===== src/rtl/rv_isa_pkg.sv =====
// RV32I definitions shared by the instruction loader and the decoder:
// opcode constants, instruction format codes, loader state and error codes.
package rv_isa_pkg;

   localparam logic [6:0] OP_LUI    = 7'b0110111;
   localparam logic [6:0] OP_AUIPC  = 7'b0010111;
   localparam logic [6:0] OP_JAL    = 7'b1101111;
   localparam logic [6:0] OP_JALR   = 7'b1100111;
   localparam logic [6:0] OP_BRANCH = 7'b1100011;
   localparam logic [6:0] OP_LOAD   = 7'b0000011;
   localparam logic [6:0] OP_STORE  = 7'b0100011;
   localparam logic [6:0] OP_IMM    = 7'b0010011;
   localparam logic [6:0] OP_REG    = 7'b0110011;

   typedef enum logic [2:0] {
      FMT_NONE,
      FMT_R,
      FMT_I,
      FMT_S,
      FMT_B,
      FMT_U,
      FMT_J
   } fmt_e;

   localparam logic [1:0] ERR_NONE     = 2'b00;
   localparam logic [1:0] ERR_OPCODE   = 2'b01;
   localparam logic [1:0] ERR_OVERFLOW = 2'b10;

   typedef enum logic [1:0] {
      ST_IDLE,
      ST_LOAD,
      ST_DONE,
      ST_ERROR
   } load_state_e;

   // FMT_NONE marks an opcode the loader refuses to write.
   function automatic fmt_e opcode_fmt(input logic [6:0] op);
      fmt_e f;
      case (op)
         OP_REG:                    f = FMT_R;
         OP_JALR, OP_LOAD, OP_IMM:  f = FMT_I;
         OP_STORE:                  f = FMT_S;
         OP_BRANCH:                 f = FMT_B;
         OP_LUI, OP_AUIPC:          f = FMT_U;
         OP_JAL:                    f = FMT_J;
         default:                   f = FMT_NONE;
      endcase
      return f;
   endfunction

endpackage


===== src/rtl/instr_encoder.sv =====
// Combinational RV32I encoder: packs decoded record fields into an
// instruction word; fields a format does not use are left zero.
module instr_encoder
   import rv_isa_pkg::*;
(
   input  logic [6:0]  opcode_i,
   input  logic [4:0]  rd_i,
   input  logic [4:0]  rs1_i,
   input  logic [4:0]  rs2_i,
   input  logic [2:0]  funct3_i,
   input  logic [6:0]  funct7_i,
   input  logic [31:0] imm_i,
   output logic [31:0] word_o,
   output logic        supported_o
);

   fmt_e fmt;
   logic shift_imm;

   assign fmt       = opcode_fmt(opcode_i);
   // Immediate shifts carry funct7 in the upper immediate bits.
   assign shift_imm = (opcode_i == OP_IMM) && ((funct3_i == 3'b001) || (funct3_i == 3'b101));

   always_comb begin
      word_o      = 32'h0;
      supported_o = 1'b1;
      case (fmt)
         FMT_R: word_o = {funct7_i, rs2_i, rs1_i, funct3_i, rd_i, opcode_i};
         FMT_I: begin
            if (shift_imm) word_o = {funct7_i, imm_i[4:0], rs1_i, funct3_i, rd_i, opcode_i};
            else           word_o = {imm_i[11:0], rs1_i, funct3_i, rd_i, opcode_i};
         end
         FMT_S: word_o = {imm_i[11:5], rs2_i, rs1_i, funct3_i, imm_i[4:0], opcode_i};
         FMT_B: word_o = {imm_i[12], imm_i[10:5], rs2_i, rs1_i, funct3_i,
                          imm_i[4:1], imm_i[11], opcode_i};
         FMT_U: word_o = {imm_i[31:12], rd_i, opcode_i};
         FMT_J: word_o = {imm_i[20], imm_i[10:1], imm_i[11], imm_i[19:12], rd_i, opcode_i};
         default: supported_o = 1'b0;
      endcase
   end

endmodule


===== src/rtl/imem_loader.sv =====
// Instruction-memory loader: accepts a valid/ready record stream, encodes each
// record and writes the words to consecutive imem addresses from BASE_ADDR.
module imem_loader
   import rv_isa_pkg::*;
#(
   parameter int ADDR_WIDTH = 8,
   parameter int BASE_ADDR  = 0
) (
   input  logic                  clk,
   input  logic                  rst,
   input  logic                  start,
   input  logic                  in_valid,
   output logic                  in_ready,
   input  logic [6:0]            in_opcode,
   input  logic [4:0]            in_rd,
   input  logic [4:0]            in_rs1,
   input  logic [4:0]            in_rs2,
   input  logic [2:0]            in_funct3,
   input  logic [6:0]            in_funct7,
   input  logic [31:0]           in_imm,
   input  logic                  in_last,
   output logic                  imem_wr_en,
   output logic [ADDR_WIDTH-1:0] imem_wr_addr,
   output logic [31:0]           imem_wr_data,
   output logic                  busy,
   output logic                  done,
   output logic [1:0]            err,
   output logic [ADDR_WIDTH:0]   count,
   output load_state_e           dbg_state
);

   // Handshake: a record transfers on a rising clk edge where in_valid and
   // in_ready are both high; in_ready depends on registered state only.

   localparam logic [ADDR_WIDTH-1:0] BASE      = ADDR_WIDTH'(BASE_ADDR);
   localparam logic [ADDR_WIDTH-1:0] PTR_ONE   = ADDR_WIDTH'(1);
   localparam logic [ADDR_WIDTH:0]   CNT_ONE   = (ADDR_WIDTH+1)'(1);
   localparam logic [ADDR_WIDTH:0]   CAPACITY  = {1'b1, {ADDR_WIDTH{1'b0}}};
   localparam logic [ADDR_WIDTH:0]   FINAL_IDX = CAPACITY - CNT_ONE;

   load_state_e           state_q, state_d;
   logic [ADDR_WIDTH:0]   count_q, count_d;
   logic [ADDR_WIDTH-1:0] ptr_q, ptr_d;
   logic                  wr_en_q, wr_en_d;
   logic [ADDR_WIDTH-1:0] wr_addr_q, wr_addr_d;
   logic [31:0]           wr_data_q, wr_data_d;
   logic                  done_q, done_d;
   logic [1:0]            err_q, err_d;

   logic [31:0] enc_word;
   logic        enc_supported;
   logic        ready;
   logic        accept;

   instr_encoder u_encoder (
      .opcode_i    (in_opcode),
      .rd_i        (in_rd),
      .rs1_i       (in_rs1),
      .rs2_i       (in_rs2),
      .funct3_i    (in_funct3),
      .funct7_i    (in_funct7),
      .imm_i       (in_imm),
      .word_o      (enc_word),
      .supported_o (enc_supported)
   );

   assign ready  = (state_q == ST_LOAD) && (count_q != CAPACITY);
   assign accept = in_valid && ready;

   always_comb begin
      state_d   = state_q;
      count_d   = count_q;
      ptr_d     = ptr_q;
      wr_en_d   = 1'b0;
      wr_addr_d = wr_addr_q;
      wr_data_d = wr_data_q;
      done_d    = done_q;
      err_d     = err_q;
      if (state_q != ST_LOAD) begin
         if (start) begin
            state_d = ST_LOAD;
            count_d = '0;
            ptr_d   = BASE;
            done_d  = 1'b0;
            err_d   = ERR_NONE;
         end
      end else if (accept) begin
         if (!enc_supported) begin
            err_d   = ERR_OPCODE;
            state_d = ST_ERROR;
         end else begin
            wr_en_d   = 1'b1;
            wr_addr_d = ptr_q;
            wr_data_d = enc_word;
            ptr_d     = ptr_q + PTR_ONE;
            count_d   = count_q + CNT_ONE;
            // A last record that also fills memory is a clean finish.
            if (in_last) begin
               done_d  = 1'b1;
               state_d = ST_DONE;
            end else if (count_q == FINAL_IDX) begin
               err_d   = ERR_OVERFLOW;
               state_d = ST_ERROR;
            end
         end
      end
   end

   always_ff @(posedge clk) begin
      if (rst) begin
         state_q   <= ST_IDLE;
         count_q   <= '0;
         ptr_q     <= BASE;
         wr_en_q   <= 1'b0;
         wr_addr_q <= BASE;
         wr_data_q <= 32'h0;
         done_q    <= 1'b0;
         err_q     <= ERR_NONE;
      end else begin
         state_q   <= state_d;
         count_q   <= count_d;
         ptr_q     <= ptr_d;
         wr_en_q   <= wr_en_d;
         wr_addr_q <= wr_addr_d;
         wr_data_q <= wr_data_d;
         done_q    <= done_d;
         err_q     <= err_d;
      end
   end

   assign in_ready     = ready;
   assign imem_wr_en   = wr_en_q;
   assign imem_wr_addr = wr_addr_q;
   assign imem_wr_data = wr_data_q;
   assign busy         = (state_q == ST_LOAD);
   assign done         = done_q;
   assign err          = err_q;
   assign count        = count_q;
   assign dbg_state    = state_q;

endmodule


===== config.mk =====
export PLATFORM = sky130hd
export DESIGN_NAME = imem_loader
export DESIGN_NICKNAME = d
export VERILOG_FILES = /design/src/rtl/rv_isa_pkg.sv /design/src/rtl/instr_encoder.sv /design/src/rtl/imem_loader.sv
export SDC_FILE = /design/constraint.sdc
export NUM_CORES = 1
export LEC_CHECK = 0
export CAP_MARGIN = 10
export CORE_ASPECT_RATIO = 1.1
export CORE_MARGIN = 8
export CORE_UTILIZATION = 35
export CTS_BUF_LIST = sky130_fd_sc_hd__clkbuf_16
export CTS_CLUSTER_DIAMETER = 200
export CTS_CLUSTER_SIZE = 25
export DETAILED_ROUTE_END_ITERATION = 12
export PLACE_DENSITY_LB_ADDON = 0.05
export SYNTH_ARGS = -nofsm -noshare
export SYNTH_HDL_FRONTEND = slang
export SYNTH_SLANG_ARGS = --single-unit

===== constraint.sdc =====
create_clock -name clk -period 1.9 [get_ports clk]
set_input_delay 0.19 -clock clk [delete_from_list [all_inputs] [get_ports clk]]
set_output_delay 0.19 -clock clk [all_outputs]
set_load 0.03 [all_outputs]

==> impl_metrics.yaml, run 1 <==
timing:
  max-slew-margin-rel: 0.400
  fin_worst_skew_ps: 7.88
  slew_violations: 0
  fin_crit_sh: 1.00
  fin_ws_ps: -8.77
  holdWs_ps: 404
  fin_crit_ps: 1910
  setup_tns_ps: -8.77
  worstMarginPinSlew_ps: 893
  rsz0062_at_grt: "true"
  finalSetupViolations: 1
  fmax_ghz: 0.524
  finalHoldViolations: 0
synth:
  syn_inst: 362
  ys_types: 48
  syn_area_per_cell_um2: 8.26
  synthArstFlopShare: 0
  ys_ff_latch: 63
  synth_warnings: 0
  synthFlopType: "dfxtp_1"
  synth_edf_count: 0
  syn_area_um2: 2990
  yosysSeqAreaShare: 0.422
  syn_nets: 435
route:
  drt-total-wl_um: 10500
  via_count: 3373
  drtPass1Iterations: 5
  wl_per_cell_um: 16.4
  drt_iter0_markers: 185
  ant_nets: 0
  drc: 0
  via_per_inst: 5.29
global_route:
  grt_max_degree: 38
  grt_usage: 0.174
  grt_pass1_wl_um: 16900
  antenna_found_initial: 0
  grt_pass1_vias: 3424
  overflow: 0
critical_path:
  reg2regPathDepth: 8
  worstSetupPathType: "reg -> reg"
  path_max_fanout: 16
  endpoint_kind: "register"
  required_ps: 2150
  reg2reg_from: "count[0]"
  cp-start-kind: "register"
  reg2reg_setup_slack_ps: -9
  cp.arrival_ps: 2160
  rr_endpoint: "ptr_q[5]"
clocking:
  numCtsBuffers: 9
  clock-sinks: 63
  clk_path_buf_depth: 2
  clock_latency_ps: 330
  cts_tree: "built"
  hold_buffers: 0
  clock-root-buffer: "clkbuf_16"
  h-tree-depth: 3
  clk_pin_slew_worst_paths_ps: 60
cells_and_area:
  layout_commonest_cell: "clkdlybuf4s50_1"
  final_cells: 638
  antennaDiodeCount: 0
  nNetsFinal: 595
  fillerInstances: 739
  layout-drive-gt1-share: 0.188
  synthToLayoutAreaGrowth_pct: 71.5
  regArea_um2: 1270
  final_cell_mix: "clkdlybuf4s50_1, dfxtp_1, a21oi_1"
  multiInputGateArea_um2: 1700
run_status:
  violations: "negative setup slack"
  status: "finished, violations left"
power_and_ir_drop:
  power_density_nw_per_um2: 661
  vdd_ir_drop_max_mv: 0.422
  p_leak_nw: 1.86
die:
  core-area_um2: 8360
  ios: 126
  dieHeight_um: 113
  start_util: 0.358
  die_x_um: 104
  die-area_um2: 11800
  rows: 35
place:
  place.port_buffers: 125
  dp_hpwl_um: 7710
  place_inst: 619
  gp_congestion: 0.859
run:
  drv_cap: 0
hold_path:
  hold_path_class: "in -> reg"
  hold_end: "imem_wr_data[26]"
  worstHoldPathCells: 3
  hp-start: "in_imm[6]"
==> what timing repair did <==
item / in CTS / in global routing
setup buffers: 1 / 1
gates resized for setup: 10 / 26
pin swaps: 3 / 3
setup endpoints to repair: 30 / 37
cloned: 0 / 1
==> cells in the mapped netlist (5+ instances only) <==
cell type / n / area [um2]
a221oi_1: 20 / 175
nor3_1: 17 / 85.1
nand2b_1: 9 / 56.3
dfxtp_1: 63 / 1260
inv_1: 12 / 45.0
o21ai_0: 21 / 105
a222oi_1: 5 / 50.1
clkbuf_1: 7 / 26.3
buf_2: 11 / 55.1
nand3_1: 11 / 55.1
nand2_1: 41 / 154
or3_1: 8 / 50.1
a21oi_1: 43 / 215
nor2_1: 34 / 128
==> worst max path at each step <==
stage | startpoint | to
2_1_floorplan | count[1] | count[7]
3_3_place_gp | in_opcode[1] | imem_wr_data[20]
3_5_place_dp | in_opcode[0] | imem_wr_data[22]
4_1_cts | count[1] | ptr_q[5]
5_1_grt | count[0] | ptr_q[5]
6_report | count[0] | ptr_q[5]
==> sequential cells by signal, summed over array words and instances, names as in the netlist <==
signal        cells
count             9
dbg_state         2
done              1
err               2
imem_wr_addr      8
imem_wr_data     32
imem_wr_en        1
ptr_q             8
==> critical path: stages (launching register included) <==
cell	delay, ps
dfxtp_4	340
inv_2	40
ha_4	140
nor4b_4	140
a211oi_4	270
a31oi_4	180
buf_12	180
or4_4	400
a21oi_1	140
==> report_power, final <==
part / internal, mW / switching, mW / leakage, nW
clock network: 0.964 / 0.633 / 0.140
logic: 0.247 / 0.208 / 1.21
registers: 1.33 / 0.00931 / 0.510
==> cell families after synthesis <==
logic type / share of synthesized area
AND/OR/NAND/NOR: 0.238
flip-flops: 0.422
multiplexers: 0.0105
AO/OA/AOI/OAI: 0.259
adder cells (fa/ha/maj): 0.0167
buffers and inverters: 0.0548
==> metal layers <==
layer,vias up,share of wire,global-route usage
met3,11,0.073,0.0705
met4,0,0.010,0.0580
li1,1655,-,-
met1,1609,0.42,0.194
met2,98,0.50,0.295
met5,-,0,0
==> through the flow <==
step	power (mW)	instance area (um2)	setup WS, ps	utilization
6_report	3.39	5130	-8.77	0.613
3_5_place_dp	1.81	4660	-572	0.558
3_3_place_gp	1.81	4660	-455	0.558
4_1_cts	3.41	5000	-16.7	0.597
5_1_grt	3.51	5130	-90.4	0.613
2_1_floorplan	1.54	3010	-38.0	-
==> layout make-up <==
| type | count | area share |
|---|---|---|
| timing repair buffer | 172 | 0.328 |
| multi-input combinational | 264 | 0.332 |
| tap | 111 | 0.0271 |
| inverter | 12 | 0.00878 |
| clock inverter | 6 | 0.00829 |
| sequential | 63 | 0.247 |
| clock buffer | 10 | 0.0488 |
(Power assumes the default switching activity.)
==> run 2: changes to the inputs <==
- SLEW_MARGIN: default -> 30
==> impl_metrics.yaml, run 2 (synthesis gave the netlist of run 1 again) <==
run_status:
  status: "finished, violations left"
  violations: "negative setup slack"
die:
  rows: 35
  die-area_um2: 11800
  dieHeight_um: 113
  core-area_um2: 8360
  start_util: 0.358
  ios: 126
  die_x_um: 104
timing:
  max-slew-margin-rel: 0.425
  fin_ws_ps: -24.3
  fmax_ghz: 0.520
  finalSetupViolations: 3
  slew_violations: 0
  fin_crit_sh: 1.01
  finalHoldViolations: 0
  rsz0062_at_grt: "true"
  fin_worst_skew_ps: 3.96
  fin_crit_ps: 1920
  worstMarginPinSlew_ps: 856
global_route:
  antenna_found_initial: 0
  grt_max_degree: 38
  grt_pass1_wl_um: 17200
  grt_pass1_vias: 3456
  overflow: 0
  grt_usage: 0.178
route:
  drt-total-wl_um: 10600
  via_count: 3338
  drc: 0
  drtPass1Iterations: 4
  ant_nets: 0
  drt_iter0_markers: 166
  via_per_inst: 5.22
  wl_per_cell_um: 16.5
cells_and_area:
  fin_util: 0.622
  largest_reg_flops: 32
  final_cell_mix: "clkdlybuf4s50_1, dfxtp_1, nand2_1"
  synthToLayoutAreaGrowth_pct: 73.8
  antennaDiodeCount: 0
  finalInstanceArea_um2: 5200
  nNetsFinal: 597
  regArea_um2: 1270
  multiInputGateArea_um2: 1720
  layout_commonest_cell: "clkdlybuf4s50_1"
  layout-drive-gt1-share: 0.202
  fillerInstances: 723
critical_path:
  worst-path-stages: 8
  reg2reg_from: "count[1]"
  cp.buffers_inverters: 2
  crit_path_end: "ptr_q[5]"
  cp-start-kind: "register"
  path_max_fanout: 15
  reg2regPathDepth: 8
  rr_endpoint: "ptr_q[5]"
  reg2reg_setup_slack_ps: -20
  cp_slowest_cell: "or4_4"
  endpoint_kind: "register"
  crit_start: "count[1]"
  worstSetupPathType: "reg -> reg"
  cp.arrival_ps: 2180
  required_ps: 2160
  slowest_delay_ps: 400
  cp_top_family: "compound AO/OA/AOI/OAI gates"
  path_cells: "inv_2, ha_4, nor4b_4, a211oi_4, a31oi_4, buf_12, or4_4, a21oi_1"
power_and_ir_drop:
  vdd_ir_drop_max_mv: 0.450
  switching_share: 0.243
  clkPwrFrac: 0.494
  p_leak_nw: 1.88
  seq_power_share: 0.376
  switchingPower_uw: 868
  p_int_mw: 2.70
  power_density_nw_per_um2: 686
  pwr-share-comb: 0.130
  power_mw: 3.57
clocking:
  cts_tree: "built"
  clock-root-buffer: "clkbuf_16"
  clk_pin_slew_worst_paths_ps: 60
  clock-sinks: 63
  clk_path_buf_depth: 2
  numCtsBuffers: 9
  h-tree-depth: 3
  hold_buffers: 0
  clock_latency_ps: 330
run:
  drv_cap: 0
place:
  gp_congestion: 0.859
  postPlaceCellArea_um2: 4670
  place_ws_ps: -326
  place.port_buffers: 125
  dp_hpwl_um: 7740
hold_path:
  hold_path_class: "in -> reg"
==> run 2: cell types whose count changed in the layout (fill, tap and decap cells not counted), moves of 2 or more <==
cell,before,now
a21oi_1,42,38
a21oi_2,1,5
o21ai_0,12,9
a221oi_1,9,11
a221oi_2,11,9
clkinv_2,2,0
clkinvlp_4,2,0
o21ai_1,12,14
or3_1,8,6
or3_4,0,2
==> run 2: repair_timing <==
action                     4_1_cts  5_1_grt
gates resized for setup         14       30
buffers inserted                 3        1
hold endpoints to repair         0        0
gates cloned                     0        1
pin swaps                        3        1
setup endpoints to repair       34       40
==> run 2: power by group through the flow <==
stage                     clock network, mW  logic (mW)  registers [mW]
after CTS                              1.80       0.447            1.34
after detailed placement                  0       0.438            1.37
after floorplan                           0       0.142            1.40
after global placement                    0       0.434            1.37
after global routing                   1.85       0.495            1.34
final                                  1.76       0.463            1.34
==> run 2: stage by stage <==
stage | TNS [ps] | hold WS [ps] | instances
floorplan | -59.1 | 282 | 362
global placement | -8300 | 446 | 619
finish | -47.3 | 406 | 640
detailed placement | -6120 | 452 | 619
global route | -1190 | 426 | 640
CTS | -20.9 | 398 | 638
==> run 2: routing by layer <==
metal / vias to the layer above / global-route usage / part of all wire
li1: 1661 / - / -
met1: 1555 / 0.199 / 0.41
met2: 108 / 0.302 / 0.50
met3: 14 / 0.0677 / 0.083
met4: 0 / 0.0599 / 0.014
met5: - / 0 / 0
==> run 2: final cells by class <==
cell class | count | share of cell area
multi-input cells | 264 | 0.331
clock inverters | 6 | 0.0142
well taps | 111 | 0.0267
inverters | 12 | 0.00866
clock buffers | 10 | 0.0481
flip-flops and latches | 63 | 0.244
repair buffers | 174 | 0.328
==> run 2: worst min path at each step <==
stage,slack [ps],endpoint,startpoint,cells past startpoint
floorplan,280,dbg_state[0],in_last,1
CTS,400,imem_wr_data[28],in_imm[8],3
global route,430,imem_wr_data[27],in_imm[7],3
finish,410,imem_wr_data[28],in_imm[8],3
detailed placement,450,imem_wr_addr[7],imem_wr_addr[7],2
global placement,450,imem_wr_data[5],imem_wr_data[5],2
==> run 2: worst reg2reg max path: cells and delay by family (launching register included) <==
family          cells  cell delay [ps]
buf+inv             2              220
fa+ha+maj           1              140
compound gates      3              610
flops               1              340
simple gates        2              540
==> run 3: changes to the inputs <==
- CELL_PAD_IN_SITES_DETAIL_PLACEMENT: default -> 2
- CELL_PAD_IN_SITES_GLOBAL_PLACEMENT: default -> 2
- CORE_UTILIZATION: 35 -> 21
- CTS_CLUSTER_SIZE: 25 -> default
==> impl_metrics.yaml, run 3 (synthesis gave the netlist of run 1 again) <==
route:
  via_per_inst: 4.82
  drt_iter0_markers: 92
  wl_per_cell_um: 19.4
  drc: 0
  ant_nets: 0
  drtPass1Iterations: 4
  drt-total-wl_um: 14100
  via_count: 3499
cells_and_area:
  fin_util: 0.389
  nNetsFinal: 606
  synthToLayoutAreaGrowth_pct: 79.9
  antennaDiodeCount: 0
  regArea_um2: 1270
  layout-drive-gt1-share: 0.216
  fillerInstances: 1581
  final_cell_mix: "clkdlybuf4s50_1, dfxtp_1, buf_4"
  largest_reg_flops: 32
  final_cells: 726
  multiInputGateArea_um2: 1710
  layout_commonest_cell: "clkdlybuf4s50_1"
place:
  place_inst: 705
  dp_hpwl_um: 10500
  gp_congestion: 0.774
  place.port_buffers: 125
timing:
  fin_worst_skew_ps: 5.24
  finalHoldViolations: 0
  max-slew-margin-rel: 0.561
  fin_ws_ps: -92.1
  slew_violations: 0
  finalSetupViolations: 18
  worstMarginPinSlew_ps: 658
  rsz0062_at_grt: "true"
  fmax_ghz: 0.502
  fin_crit_sh: 1.05
  fin_crit_ps: 1990
  setup_tns_ps: -647
critical_path:
  endpoint_kind: "register"
  cp.arrival_ps: 2210
  cp.buffers_inverters: 3
  crit_start: "count[1]"
  cp_slowest_cell: "a221oi_1"
  reg2reg_from: "count[1]"
  required_ps: 2120
  cp-start-kind: "register"
  worstSetupPathType: "reg -> reg"
  path_max_fanout: 11
  cp_top_family: "compound AO/OA/AOI/OAI gates"
  slowest_delay_ps: 370
  path_cells: "inv_2, ha_4, nor4b_4, a211oi_4, buf_4, nand3_2, buf_12, a221oi_1, nor3_1"
  reg2reg_setup_slack_ps: -90
die:
  rows: 45
  ios: 126
  die-area_um2: 18300
  dieHeight_um: 141
  die_x_um: 130
  core-area_um2: 13900
  start_util: 0.216
power_and_ir_drop:
  p_leak_nw: 1.95
  vdd_ir_drop_max_mv: 0.352
  power_density_nw_per_um2: 692
clocking:
  clk_path_buf_depth: 2
  clock-root-buffer: "clkbuf_16"
  numCtsBuffers: 9
  clock-sinks: 63
  cts_tree: "built"
  h-tree-depth: 3
  clk_pin_slew_worst_paths_ps: 60
  clock_latency_ps: 340
global_route:
  grt_pass1_wl_um: 22500
  grt_max_degree: 34
  grt_usage: 0.161
  antenna_found_initial: 0
  grt_pass1_vias: 4063
  overflow: 0
hold_path:
  hp-start: "rst"
  hold_path_class: "in -> reg"
run:
  drv_cap: 0
run_status:
  violations: "negative setup slack"
  status: "finished, violations left"
[run 3: worst register-to-register path, delay by kind of cell, from the launching register on]
kind            cells  cell delay, ps
flops               1             340
fa+ha+maj           1             150
simple gates        3             330
compound gates      2             650
buf+inv             3             390
[run 3: worst paths after layout]
| check | end | cells after the start |
|---|---|---|
| worst max-delay path | imem_wr_data[11] | 9 |
| worst min-delay path | dbg_state[0] | 2 |
| worst max register to register | imem_wr_data[11] | 9 |
| worst min register to register | imem_wr_addr[4] | 2 |
[run 3: through the flow]
step                setup slack (ps)  total power [mW]  hold slack [ps]  instance area [um2]
CTS                             -109              3.79              243                 5300
global route                    -192              3.88              285                 5380
floorplan                      -38.0              1.54              282                 3010
finish                         -92.1              3.72              248                 5380
detailed placement              -628              1.84              456                 4820
global placement                -544              1.83              448                 4820
[run 3: layout make-up]
| class | count | area share |
|---|---|---|
| Multi-Input combinational cell | 264 | 0.319 |
| Clock inverter | 6 | 0.0153 |
| Timing Repair Buffer | 183 | 0.332 |
| Tap cell | 188 | 0.0437 |
| Sequential cell | 63 | 0.236 |
| Inverter | 12 | 0.00837 |
| Clock buffer | 10 | 0.0465 |
[run 3: timing repair]
| item | 4_1_cts | 5_1_grt |
|---|---|---|
| gates cloned | 2 | 0 |
| resized for setup | 25 | 23 |
| pin swaps | 10 | 3 |
| setup buffers | 2 | 1 |
| hold buffers | 0 | 0 |
| setup endpoints to repair | 40 | 61 |
[run 3: where the power goes]
part / internal, mW / switching [mW] / total (mW)
Clock: 1.22 / 0.652 / 1.87
Sequential: 1.33 / 0.00868 / 1.34
Combinational: 0.276 / 0.234 / 0.510
Total: 2.83 / 0.895 / 3.72
[run 3: layer usage]
metal  vias to the layer above  GRT usage  share of wire
met5                         -          0              0
met4                         0     0.0728          0.020
met3                        16     0.0570          0.076
met2                       102      0.281           0.51
met1                      1706      0.168           0.40
li1                       1675          -              -
